### src/rtl/ours_axi4_b_ord_demux.sv
// Write-response return path: steers each downstream B beat back to the input
// whose AW was accepted in the same order, using an order FIFO of grant indices.

module ours_axi4_b_ord_demux #(
  parameter int N_INPUT   = 2,
  parameter int B_WIDTH   = 2,
  parameter int ORD_DEPTH = 4,
  parameter int IDX_W     = (N_INPUT > 1) ? $clog2(N_INPUT) : 1,
  localparam int OUT_W    = $clog2(ORD_DEPTH + 2)
) (
  input  logic                         clk,
  input  logic                         rstn,
  input  logic                         ord_push_vld,
  input  logic [IDX_W-1:0]             ord_push_idx,
  output logic                         ord_push_rdy,
  input  logic                         master_bvld,
  input  logic [B_WIDTH-1:0]           master_b,
  output logic                         master_brdy,
  output logic [N_INPUT-1:0]           slave_bvld,
  output logic [N_INPUT*B_WIDTH-1:0]   slave_b,
  input  logic [N_INPUT-1:0]           slave_brdy,
  output logic [OUT_W-1:0]             outstanding,
  output logic                         clk_en
);

  localparam int PTR_W = (ORD_DEPTH > 1) ? $clog2(ORD_DEPTH) : 1;
  localparam int CNT_W = $clog2(ORD_DEPTH + 1);
  localparam logic [PTR_W-1:0] LAST_PTR = PTR_W'(ORD_DEPTH - 1);
  localparam logic [CNT_W-1:0] FULL_CNT = CNT_W'(ORD_DEPTH);

  // Pointers wrap explicitly so non-power-of-2 depths work.
  function automatic logic [PTR_W-1:0] ptr_inc(input logic [PTR_W-1:0] p);
    logic [PTR_W-1:0] r;
    if (p == LAST_PTR) r = {PTR_W{1'b0}};
    else               r = p + PTR_W'(1);
    return r;
  endfunction

  logic [IDX_W-1:0]   mem [ORD_DEPTH];
  logic [PTR_W-1:0]   rd_ptr;
  logic [PTR_W-1:0]   wr_ptr;
  logic [CNT_W-1:0]   count;
  logic [CNT_W-1:0]   count_nxt;
  logic               out_vld;
  logic [IDX_W-1:0]   out_idx;
  logic [B_WIDTH-1:0] out_b;
  logic [IDX_W-1:0]   head;
  logic               push;
  logic               pop;
  logic               out_hs;

  // Single-initiator build never routes anywhere but lane 0.
  generate
    if (N_INPUT == 1) begin : g_single
      assign head = {IDX_W{1'b0}};
    end else begin : g_multi
      assign head = mem[rd_ptr];
    end
  endgenerate

  // Output lane decode; every lane carries the same held payload.
  always_comb begin
    slave_bvld = {N_INPUT{1'b0}};
    slave_b    = {(N_INPUT*B_WIDTH){1'b0}};
    for (int i = 0; i < N_INPUT; i++) begin
      slave_bvld[i] = out_vld & (out_idx == IDX_W'(i));
      slave_b[i*B_WIDTH +: B_WIDTH] = out_b;
    end
  end

  assign out_hs       = |(slave_bvld & slave_brdy);
  assign ord_push_rdy = (count != FULL_CNT);
  assign master_brdy  = (count != {CNT_W{1'b0}}) & (~out_vld | out_hs);
  assign push         = ord_push_vld & ord_push_rdy;
  assign pop          = master_bvld & master_brdy;
  assign outstanding  = OUT_W'(count) + OUT_W'(out_vld);
  assign clk_en       = ~rstn | (count != {CNT_W{1'b0}}) | out_vld | master_bvld | ord_push_vld;

  // Occupancy update; simultaneous push and pop leaves it unchanged.
  always_comb begin
    count_nxt = count;
    case ({push, pop})
      2'b10:   count_nxt = count + CNT_W'(1);
      2'b01:   count_nxt = count - CNT_W'(1);
      default: count_nxt = count;
    endcase
  end

  // Order FIFO storage (contents are don't-care while count is zero).
  always_ff @(posedge clk) begin
    if (push) begin
      mem[wr_ptr] <= ord_push_idx;
    end
  end

  // FIFO pointers/count and the one-entry B output register.
  always_ff @(posedge clk) begin
    if (!rstn) begin
      rd_ptr  <= {PTR_W{1'b0}};
      wr_ptr  <= {PTR_W{1'b0}};
      count   <= {CNT_W{1'b0}};
      out_vld <= 1'b0;
      out_idx <= {IDX_W{1'b0}};
      out_b   <= {B_WIDTH{1'b0}};
    end else begin
      if (push) wr_ptr <= ptr_inc(wr_ptr);
      if (pop)  rd_ptr <= ptr_inc(rd_ptr);
      count <= count_nxt;
      if (pop) begin
        out_vld <= 1'b1;
        out_idx <= head;
        out_b   <= master_b;
      end else if (out_hs) begin
        out_vld <= 1'b0;
      end
    end
  end

  ours_axi4_b_ord_demux_chk #(
    .N_INPUT (N_INPUT),
    .IDX_W   (IDX_W)
  ) u_chk (
    .clk          (clk),
    .rstn         (rstn),
    .ord_push_vld (ord_push_vld),
    .ord_push_idx (ord_push_idx),
    .ord_push_rdy (ord_push_rdy),
    .master_bvld  (master_bvld),
    .fifo_empty   (count == {CNT_W{1'b0}})
  );

endmodule

// Protocol checks for the order demux: push overflow, bad index, long B stall.
module ours_axi4_b_ord_demux_chk #(
  parameter int N_INPUT = 2,
  parameter int IDX_W   = 1
) (
  input logic             clk,
  input logic             rstn,
  input logic             ord_push_vld,
  input logic [IDX_W-1:0] ord_push_idx,
  input logic             ord_push_rdy,
  input logic             master_bvld,
  input logic             fifo_empty
);

  logic [10:0] stall_cnt;

  // Saturating count of cycles a B beat waits with nothing recorded.
  always_ff @(posedge clk) begin
    if (!rstn || !(master_bvld && fifo_empty)) stall_cnt <= 11'd0;
    else if (stall_cnt != 11'h7ff)             stall_cnt <= stall_cnt + 11'd1;
  end

  a_push_when_full: assert property (@(posedge clk) disable iff (!rstn)
    ord_push_vld |-> ord_push_rdy)
    else $error("order push while FIFO full");

  a_push_idx_range: assert property (@(posedge clk) disable iff (!rstn)
    ord_push_vld |-> (32'(ord_push_idx) < N_INPUT))
    else $error("order push index out of range");

  a_b_stall: assert property (@(posedge clk) disable iff (!rstn)
    stall_cnt <= 11'd1024)
    else $warning("B beat stalled over 1024 cycles with no recorded write");

endmodule

### config.mk
export PLATFORM = sky130hd
export DESIGN_NAME = ours_axi4_b_ord_demux
export DESIGN_NICKNAME = d
export VERILOG_FILES = /design/src/rtl/ours_axi4_b_ord_demux.sv
export SDC_FILE = /design/constraint.sdc
export NUM_CORES = 1
export LEC_CHECK = 0
export CORE_MARGIN = 3
export CORE_UTILIZATION = 47
export CTS_BUF_LIST = sky130_fd_sc_hd__clkbuf_8 sky130_fd_sc_hd__clkbuf_16
export DETAILED_ROUTE_END_ITERATION = 8
export PLACE_DENSITY = 0.86
export SLEW_MARGIN = 20
export SYNTH_ARGS = -nofsm -noshare
export SYNTH_HDL_FRONTEND = slang
export SYNTH_HIERARCHICAL = 1
export SYNTH_SLANG_ARGS = --single-unit
export TNS_END_PERCENT = 50
### constraint.sdc
create_clock -name clk -period 2.75 [get_ports clk]
set_input_delay 0.275 -clock clk [delete_from_list [all_inputs] [get_ports clk]]
set_output_delay 0.275 -clock clk [all_outputs]
set_load 0.005 [all_outputs]
Word level (Yosys, flattened, before mapping)
Memory sizes are Yosys's and may differ from the RTL's. A register that Yosys moved wholly into a read port is not among the register bits.
Index checks and enable logic that the tools add are counted.
- add/sub/neg operators: 5
- bitwise operators: 14
- reductions and logical operators: 5
- multiplexer cells: 7
- equality and inequality tests: 5
- operators with widths (cell ; count):
    2-bit equality test (second input constant) ; 3
    3-bit case mux with 2 select lines ; 1
    1-bit AND ; 5
    1-bit OR ; 5
    2-bit by 1-bit adder with 2-bit output (second input constant) ; 2
    1-bit two-way mux ; 4
    2-bit two-way mux ; 2
    2-bit nonzero test ; 2
    3-bit by 1-bit adder with 3-bit output ; 1
    3-bit by 1-bit adder with 3-bit output (second input constant) ; 1
    3-bit inequality test (second input constant) ; 1
    1-bit NOT ; 3
    3-bit nonzero test ; 1
    3-bit by 1-bit subtractor with 3-bit output (second input constant) ; 1
    2-bit AND ; 1
    2-bit by 1-bit equality test with 1-bit output (second input constant) ; 1
    2-bit OR reduction ; 1
    1-bit zero test ; 1
- flip-flop bits (word level): 10
- memories kept: 1
- bits in writable memories: 4
- word-level logic and storage cells: 42
- memories (name ; words ; bits a word ; read ports ; clocked after Yosys merged registers in ; wr ports ; line ; text):
    mem ; 4 ; 1 ; 1 ; 1 ; 1 ; 39 ; logic [IDX_W-1:0] mem [ORD_DEPTH];

Longest topological paths before layout
- depth after elaboration: 9
- depth in mapped cells: 9
- mapped depth without buffers: 8

Least setup slack after synthesis
Ideal clock, no wire load.
- path kind: flip-flop to flip-flop
- from: register count[2]
- to: register count[2]
- stages on the path, launching flop included: 10
- data required time: 2.674 ns
- arrival: 2.100 ns
- path buffers: 1
- slack: 0.574 ns
- library setup time: 0.076 ns
- cells stage by stage: dfxtp_1 -> or3b_1 -> buf_6 -> nand2_4 -> ha_1 -> inv_1 -> fa_1 -> xor2_1 -> or3_1 -> a21boi_0
- elaborated cells between the ends (all ways): 11
- RTL lines (item ; line ; text):
    start, declared ; 42 ; logic [CNT_W-1:0] count;
    start signal, assigned ; 101 ; count <= {CNT_W{1'b0}};
    start signal, assigned ; 108 ; count <= count_nxt;
    3-bit inequality test * ; 72 ; assign ord_push_rdy = (count != FULL_CNT);
    named net ord_push_rdy ; 15 ; output logic ord_push_rdy,
    1-bit AND * ; 74 ; assign push = ord_push_vld & ord_push_rdy;
    2-bit by 1-bit equality test with 1-bit output or 2-bit equality test (tied branches) ; 82 ; case ({push, pop})
    3-bit case mux with 2 select lines or 2-bit nonzero test (tied branches) ; - ;
Mark *: on every way through the listed nets, which the timed path passes. The rest lies on a longest branch.
A chain may end at the register's enable or synchronous reset.

Worst setup path after layout
- from: register count[2]
- to: register count[2]
- cells in the longest elaborated chain, start to end: 5
- elaborated cells between the ends (all ways): 11
- RTL lines (item ; line ; text):
    3-bit nonzero test ; 73 ; assign master_brdy = (count != {CNT_W{1'b0}}) & (~out_vld | out_hs);
    1-bit AND ; 73 ;
    1-bit AND ; 75 ; assign pop = master_bvld & master_brdy;
    2-bit by 1-bit equality test with 1-bit output or 2-bit equality test (tied branches) ; 82 ;
    3-bit case mux with 2 select lines or 2-bit nonzero test (tied branches) ; - ;
Parallel ways exist; a longest one is shown, timed or not.

==> metrics.cfg <==
[run_status]
status=finished, final reports clean

[worst_setup_path]
worst-path-buf-inv=1
crit_fanout=6
timing.critical_path.from_type=flop
critPathSlowestCell=sky130_fd_sc_hd__or3b_1
worst-endpoint-required_ps=2910
critical_path.reg2reg.startpoint=count[2]
crit_start=count[2]
critical-path-max-stage-delay_ps=490
critical_path.top_delay_family=simple AND/OR/NAND/NOR gates
arrival_ps=2570
worst_setup_path_end_kind=flop
critical_path_class=reg2reg
crit_chain=or3b_1 > nand2_4 > ha_1 > inv_1 > fa_1 > xor2_1 > or3_1 > a21boi_0

[finish]
nets=117
num_antenna_cells=0
drive_gt1_share_pct=8.16
final_cell_mix=sky130_fd_sc_hd__clkdlybuf4s50_1, sky130_fd_sc_hd__dfxtp_1, sky130_fd_sc_hd__ha_1
layout-area-overhead-vs-synth_pct=30.1
final_cell_area_um2=1100
layout.cells.most_common=sky130_fd_sc_hd__clkdlybuf4s50_1

[logic_synthesis]
count_of_flip_flops_with_a_built_in_enable_after_synthesis=4
synthesis.nets=95
async_reset_ff_share_pct=0
synthDistinctLibCells=29
netlist_top_cells_area=sky130_fd_sc_hd__dfxtp_1, sky130_fd_sc_hd__edfxtp_1, sky130_fd_sc_hd__ha_1
cell_type_contributing_the_most_total_cell_area_after_synthesis=sky130_fd_sc_hd__dfxtp_1
synth_top_area_share_pct=26.1
ys.warnings.count=6
synth_seq_area_share_pct=40.4
synth.avg_cell_area_um2=11.0
post_synthesis_cell_area_um2=843
syn_inst=77
synth_flop_cell=sky130_fd_sc_hd__dfxtp_1
synth.ff_latch_count=15

[clocking]
postCtsSetupRepairBufs=0
clock_transition_at_path_regs_ps=60
cts_max_level=1
cts_max_path_buffers=2
tritoncts=done
post_cts_resized=0
cts.sinks=15
numCtsBuffers=3
ctsRootBufferMaster=sky130_fd_sc_hd__clkbuf_8
clk-insertion-delay-late_ps=240
postCtsHoldBufs=0

[min_path]
hold_path_startpoint=wr_ptr[0]
hold_path.class=reg2reg

[global_routing]
antenna_found_initial=0
grt.overflow.total=0
groute.usage.overall_pct=13.2
grt_pass1_wl_um=2500
number_of_global_route_vias_before_repair=581
maximum_number_of_pins_on_one_net_before_global_route_repair=13

[timing]
timing.hold.ws_ps=510
final_hold_violation_count=0
maxSlewHeadroom_pct=68.9
fmax_mhz=415
worst_clock_skew_ps=3.48
rsz_0062_raised_after_global_routing=false
period_share_pct=87.7
finalSetupTns_ps=0
minimum_period_implied_by_the_final_worst_setup_slack_ps=2410
final_max_slew_viol_count=0
setup_violations=0
worst_slew_pin_slew_ps=462

[drt]
drt.antenna.violating_nets=0
viasPerCell=5.11
drt_first_pass_iters=4
drt_first_iter_violations=4
finalWirelength_um=1440
drt_drc_violations_left=0
average_routed_wire_per_standard_cell_um=11.8
detailroute.via_count=624

[floorplan]
die-width_um=48.4
area_of_the_die_um2=2340
floorplan.rows=14
start_util_pct=52.9
core_area_um2=1590
floorplan.die.height_um=48.4
io-pin-count=21

[placement]
placement.io_buffers=20
dpl-instance-area_um2=1050
routabilityCongestion=0.789
dp.final_hpwl_um=1150

[pwr]
combPwrFrac_pct=45.2
power.leakage_nw=0.437
sw_frac_of_total_pct=32.7
p_clk_share_pct=18.6
internal_power_mw=0.629
netSwitchingPower_mw=0.306
power.sequential.fraction_pct=36.2
power.ir.vdd_worst_mv=0.603
power.density_nw_per_um2=852

[run]
max_cap_violations=0

[sequential cells by signal (all words and copies together) (netlist names)]
name,flops
count,3
out_vld,1
out_b,2
out_idx,1
wr_ptr,2
rd_ptr,2
mem,4
[metal layers]
metal  GRT usage [%]  part of all wire, %  up-vias
met5               0                    0        -
met4               0                    0        0
met3            5.21                  6.0        0
met2            23.2                   51       19
met1            16.3                   43      298
li1                -                    -      307
[synthesized netlist by cell type, types with 2 or more instances]
library cell / n
sky130_fd_sc_hd__dfxtp_1: 11
sky130_fd_sc_hd__ha_1: 8
sky130_fd_sc_hd__mux2i_1: 6
sky130_fd_sc_hd__nor2b_1: 6
sky130_fd_sc_hd__inv_1: 5
sky130_fd_sc_hd__and2_1: 4
sky130_fd_sc_hd__and3_1: 4
sky130_fd_sc_hd__edfxtp_1: 4
sky130_fd_sc_hd__nand2_1: 4
sky130_fd_sc_hd__a21boi_0: 2
sky130_fd_sc_hd__buf_4: 2
sky130_fd_sc_hd__o21ai_0: 2
sky130_fd_sc_hd__or3_1: 2
sky130_fd_sc_hd__xor2_1: 2
[layout make-up]
cell class,count,area (µm²)
Timing Repair Buffer,21,208
Fill cell,134,497
Clock buffer,3,41.3
Inverter,5,18.8
Clock inverter,1,5.00
Sequential cell,15,340
Tap cell,24,30.0
Multi-Input combinational cell,53,454
[worst register-to-register path, delay by kind of cell, from the launching register on]
kind / cells / cell delay [ps]
AND/OR/NAND/NOR: 3 / 940
XOR/XNOR: 1 / 160
adder cells (fa/ha/maj): 2 / 560
buffers and inverters: 1 / 60
flip-flops: 1 / 420
AO/OA/AOI/OAI: 1 / 190
[worst paths after layout]
kind	endpoint	slack, ps	cells past startpoint
worst min-delay path	wr_ptr[0]	510	2
worst max register to register	count[2]	340	8
worst max-delay path	count[2]	340	8
worst min register to register	wr_ptr[0]	510	2
[power by group through the flow]
stage / Clock, mW / Combinational, mW / Sequential (mW)
global placement: 0 / 0.414 / 0.342
global route: 0.193 / 0.473 / 0.349
finish: 0.174 / 0.422 / 0.339
CTS: 0.181 / 0.432 / 0.340
floorplan: 0 / 0.259 / 0.331
detailed placement: 0 / 0.429 / 0.345
[cells by family after synthesis]
kind of cell / count (synthesis) / share of synthesized area, %
AOI/OAI and AO/OA: 8 / 7.27
xor gates and xnor gates: 3 / 3.12
adders and majority gates: 9 / 14.2
buffers and inverters: 9 / 5.79
DFF: 15 / 40.4
muxes: 8 / 11.1
and+or+nand+nor: 25 / 18.1
[per-stage QoR]
step                total power [mW]  util, %  std cells  setup slack, ps
floorplan                      0.589        -         77              574
global placement               0.757     65.9        118              435
detailed placement             0.774     65.9        118              338
CTS                            0.953     68.8        122              330
global route                    1.01     68.8        122              202
finish                         0.935     68.8        122              338
No activity file was read; power rests on OpenSTA's default activity.
